--- src/rtl/ram512_reader.sv ---
// Sweeps a 512x16 memory reading len words from base, summing and checking against seed+i.
// Latency: one word sampled per cycle after start; done pulses the cycle after the last sample.
// Backpressure: none; start is honoured only in IDLE and ignored otherwise (no queueing).
module ram512_reader (
  input  logic        clk,
  input  logic        rst_n,
  input  logic        start,
  input  logic [8:0]  base,
  input  logic [9:0]  len,
  input  logic [15:0] seed,
  input  logic [15:0] mem_out,
  output logic [8:0]  mem_address,
  output logic        mem_load,
  output logic [15:0] mem_in,
  output logic        busy,
  output logic        done,
  output logic [15:0] checksum,
  output logic [9:0]  mismatches,
  output logic [8:0]  first_bad,
  output logic        first_bad_valid
);

  typedef enum logic [1:0] {
    IDLE = 2'd0,
    READ = 2'd1,
    DONE = 2'd2
  } state_t;

  state_t      state;
  logic [8:0]  base_q;     // sweep start, restored onto mem_address once the sweep ends
  logic [9:0]  remaining;  // words still to sample in this sweep
  logic [15:0] expected;   // expected value of the word currently addressed
  logic [9:0]  len_clip;

  // Lengths above a full memory collapse to one full pass.
  assign len_clip = (len > 10'd512) ? 10'd512 : len;

  // This block only ever reads the memory.
  assign mem_load = 1'b0;
  assign mem_in   = 16'd0;

  // Sweep FSM with registered status and result outputs.
  always_ff @(posedge clk) begin
    if (!rst_n) begin
      state           <= IDLE;
      base_q          <= 9'd0;
      remaining       <= 10'd0;
      expected        <= 16'd0;
      mem_address     <= 9'd0;
      busy            <= 1'b0;
      done            <= 1'b0;
      checksum        <= 16'd0;
      mismatches      <= 10'd0;
      first_bad       <= 9'd0;
      first_bad_valid <= 1'b0;
    end else begin
      case (state)
        IDLE: begin
          done <= 1'b0;
          if (start) begin
            base_q          <= base;
            mem_address     <= base;
            expected        <= seed;
            remaining       <= len_clip;
            checksum        <= 16'd0;
            mismatches      <= 10'd0;
            first_bad       <= 9'd0;
            first_bad_valid <= 1'b0;
            busy            <= 1'b1;
            if (len_clip == 10'd0) begin
              state <= DONE;
              done  <= 1'b1;
            end else begin
              state <= READ;
            end
          end
        end
        READ: begin
          checksum <= checksum + mem_out;
          if (mem_out != expected) begin
            mismatches <= mismatches + 10'd1;
            if (!first_bad_valid) begin
              first_bad       <= mem_address;
              first_bad_valid <= 1'b1;
            end
          end
          expected  <= expected + 16'd1;
          remaining <= remaining - 10'd1;
          if (remaining == 10'd1) begin
            state       <= DONE;
            done        <= 1'b1;
            mem_address <= base_q;
          end else begin
            // 9-bit increment wraps 511 -> 0 naturally.
            mem_address <= mem_address + 9'd1;
          end
        end
        default: begin
          state <= IDLE;
          done  <= 1'b0;
          busy  <= 1'b0;
        end
      endcase
    end
  end

endmodule

--- config.mk ---
export PLATFORM = sky130hd
export DESIGN_NAME = ram512_reader
export DESIGN_NICKNAME = d
export VERILOG_FILES = /design/src/rtl/ram512_reader.sv
export SDC_FILE = /design/constraint.sdc
export NUM_CORES = 1
export LEC_CHECK = 0
export ABC_AREA = 1
export CELL_PAD_IN_SITES_DETAIL_PLACEMENT = 0
export CELL_PAD_IN_SITES_GLOBAL_PLACEMENT = 1
export CORE_MARGIN = 10
export CORE_UTILIZATION = 32
export DETAILED_ROUTE_END_ITERATION = 7
export GPL_ROUTABILITY_DRIVEN = 1
export GPL_TIMING_DRIVEN = 0
export PLACE_DENSITY = 0.78
export SLEW_MARGIN = 20
export SYNTH_ARGS = -nofsm -noshare
export SYNTH_HDL_FRONTEND = slang
export SYNTH_SLANG_ARGS = --single-unit
--- constraint.sdc ---
create_clock -name clk -period 1.85 [get_ports clk]
set_input_delay 0.555 -clock clk [delete_from_list [all_inputs] [get_ports clk]]
set_output_delay 0.555 -clock clk [all_outputs]
set_load 0.05 [all_outputs]
==> run summary <==
Core ar.: 17400 um^2
utilization after layout: 43.4%
period utilization: 98.0%
Synth async-reset ratio: 0%
clock tree buffer depth: 2
WL final: 20.3 mm
overall power: 6.30 mW
largest net degree at the start of global routing: 17
Mean Syn Cell Area: 6.30 um^2
IO buf count: 99
pre-CTS setup slack: -0.704 ns
worst vdd rail ir drop: 0.448 mV
Netlist cell types: 44
DRT Pass-1 Iters: 6
CP Depth: 1
Final ANT Viol Nets: 0
RSZ-0062 raised after global routing: true
clock-pin slew on the worst setup and hold paths: 0.07 ns
post-route cell area: 7540 um^2
multiplexer share of the synthesized area: 0%
1st-iter DRT viols: 384
gate family responsible for the most delay along the worst path: buffers and inverters
Setup Viol. Count Final: 0
Final Non-Filler Cells: 1261
clock skew: 0.00943 ns
worst slew pin tran: 0.742 ns
Final WS setup: 0.0370 ns
worst path arrival time: 1.26 ns
adder-cell share of the synthesized area: 4.75%
final net count: 1106
fraction of layout cells with a size suffix above 1: 14.5%
Vias: 6089
antenna violations before repair: 0
largest family of logic cells by synthesized area: simple AND/OR/NAND/NOR gates
critical path endpoint: checksum[2]
vias in the first global route: 5909
Req. time, crit path: 1.29 ns
critical path peak fanout: 3
Fin Hold WS: 0.466 ns
CP Buf/Inv Count: 1
Synth area leader: dfxtp_1
PwrDens: 836 nW/um^2
worst setup path startpoint: checksum[2]
# rows: 48
CTS Buf Count: 9
Min-Delay Path Class: reg -> reg
CP cell instances: dlygate4sd2_1
ys flop type: dfxtp_1
CTS tree: yes
clock latency at the later pin of the worst-skew pair: 0.36 ns
Starting Density: 32.8%
worst r2r dst: mem_address[2]
first-pass GRT wire length: 32.2 mm
Yosys reg bits: 84
fmax: 0.552 GHz
final-report max-slew violation count: 0
Critical Path End Type: output port
final hold violations: 0
Post-synth EDFFs: 0
max-cap viol count: 0
slowest stage delay, CP: 0.54 ns
Syn Inst Count: 904
GPL Wtd Cong: 0.881
Rel. slew slack: 50.5%
minimum clock period: 1.81 ns
# clock sinks: 84
Ant. Diodes: 0
worst reg-to-reg path cell count: 7
Synth warnings: 0
Worst path slowest cell: dlygate4sd2_1
status: complete, no violations
total track usage: 16.8%
Final TNS setup: 0 ns
placed cell area: 7030 um^2
Hold Buf Count CTS: 0
WS Path Type: reg -> out
top-area cell type share of the netlist area: 29.5%
R2R Setup Slk: 0.16 ns
DIE AREA: 23500 um^2
Mapped Area: 5690 um^2
worst r2r src: state[0]
H-tree Lvls: 3
WL/cell: 16.1 um
startpoint types: flop
Synth Area in Compound Gates: 17.1%
via-per-instance ratio: 4.83
detailed placement HPWL: 15.2 mm
Die Width: 153 um
leakage: 3.33 nW
Post-route DRC: 0
placed insts: 1244
Root Buffer: clkbuf_16
Synth Area in XOR/XNOR: 2.15%
boundary pin count: 118
post-synthesis sequential area ratio: 29.5%
Die H: 153 um
Area Overhead vs Synth: 32.4%
top post-synthesis cells by area: dfxtp_1 30%, nand2_1 16%, a21oi_1 6.9%, inv_1 6.5%, o21ai_0 6.4%
Post-Synth Simple-Gate Area: 34.2%
gr ovfl total: 0
routing by layer:
layer | global-route usage, % | part of all wire, %
met4 | 4.77 | 1.7
met5 | 0 | 0
met2 | 27.4 | 46
met1 | 21.7 | 47
met3 | 3.82 | 5.6
worst register-to-register path, stage by stage (launching register included):
cell      delay, ns
dfxtp_1        0.34
inv_1          0.08
buf_2          0.20
nor2_1         0.16
clkbuf_4       0.27
buf_2          0.29
o211ai_1       0.13
a21oi_1        0.14
cell usage in the layout (no fill, tap or decap), types with 3 or more instances in the layout:
cell / n
nand3b_1: 3
inv_1: 98
nor2_1: 94
o22ai_1: 4
a21oi_2: 3
nor2_2: 4
clkbuf_2: 14
dlygate4sd2_1: 24
a211oi_1: 3
nand4_1: 7
dfxtp_1: 83
o211ai_1: 4
o21ai_0: 72
clkbuf_16: 9
inv_6: 4
a21oi_1: 76
o21ai_2: 6
buf_4: 23
ha_1: 7
nand2_2: 8
xnor2_1: 9
clkbuf_1: 12
conb_1: 17
xor2_1: 5
clkdlybuf4s50_1: 36
ha_4: 12
clkbuf_4: 4
nand3_1: 68
clkdlybuf4s15_2: 22
nand2_1: 232
nand3_2: 9
buf_2: 7
or2_2: 4
nor3_1: 12
inv_2: 4
flip-flops by register name, indices dropped and copies added, names as in the netlist:
register and count:
base_q 9, busy 1, checksum 16, done 1
expected 16, first_bad 9, first_bad_valid 1, mem_address 9
mismatches 10, remaining 10, state 2
cell usage after synthesis (2+ instances only):
| cell type | count |
|---|---|
| dfxtp_1 | 84 |
| nand3_1 | 72 |
| ha_1 | 20 |
| a31oi_1 | 2 |
| nand2_1 | 240 |
| nand4_1 | 7 |
| buf_4 | 19 |
| nor2_2 | 3 |
| nand2_4 | 2 |
| nand3b_1 | 3 |
| xor2_1 | 5 |
| o211ai_1 | 4 |
| clkbuf_1 | 16 |
| or2_2 | 4 |
| nor2_1 | 95 |
| a21oi_1 | 79 |
| o21ai_2 | 6 |
| nand3_2 | 6 |
| a21o_1 | 2 |
| xnor2_1 | 9 |
| o21ai_0 | 73 |
| o22ai_1 | 4 |
| o21bai_1 | 2 |
| nor3_1 | 12 |
| buf_6 | 2 |
| inv_1 | 98 |
| inv_2 | 4 |
| a221oi_1 | 2 |
| a211oi_1 | 3 |
| buf_2 | 12 |
timing repair:
action                                  4_1_cts  5_1_grt
setup buffers                                 2        0
endpoints found under the setup margin      104       68
resized for setup                           140       41
pin swaps                                     5        3
worst min-delay path by stage:
stage,startpoint,end,slack (ns),cells past startpoint
2_1_floorplan,remaining[9],remaining[9],0.44,2
3_3_place_gp,remaining[9],remaining[9],0.45,2
3_5_place_dp,remaining[9],remaining[9],0.46,2
4_1_cts,first_bad[3],first_bad[3],0.47,2
5_1_grt,first_bad[2],first_bad[2],0.48,2
6_report,first_bad[3],first_bad[3],0.47,2
cell families (layout without fill, tap and decap cells):
kind of cell | count (synthesis) | count (layout)
AND/OR/NAND/NOR | 451 | 451
adder cells (fa/ha/maj) | 21 | 21
XOR/XNOR | 14 | 14
other | 1 | 17
buffers and inverters | 153 | 269
AO/OA/AOI/OAI | 180 | 180
flip-flops | 84 | 84
power breakdown:
group | switching (mW) | total [mW] | internal (mW)
clock | 0.871 | 1.98 | 1.11
combinational | 1.38 | 2.12 | 0.734
sequential | 0.220 | 2.21 | 1.99
total | 2.47 | 6.30 | 3.83
area by class of cell:
type,instances,area (um^2)
fillers,1883,9820
multi-input cells,683,3590
flip-flops and latches,84,1680
repair buffers,101,956
inverters,102,383
plain buffers,50,327
well taps,225,282
clock buffers,10,239
clock inverters,6,73.8
Power figures use the tool's default switching activity.
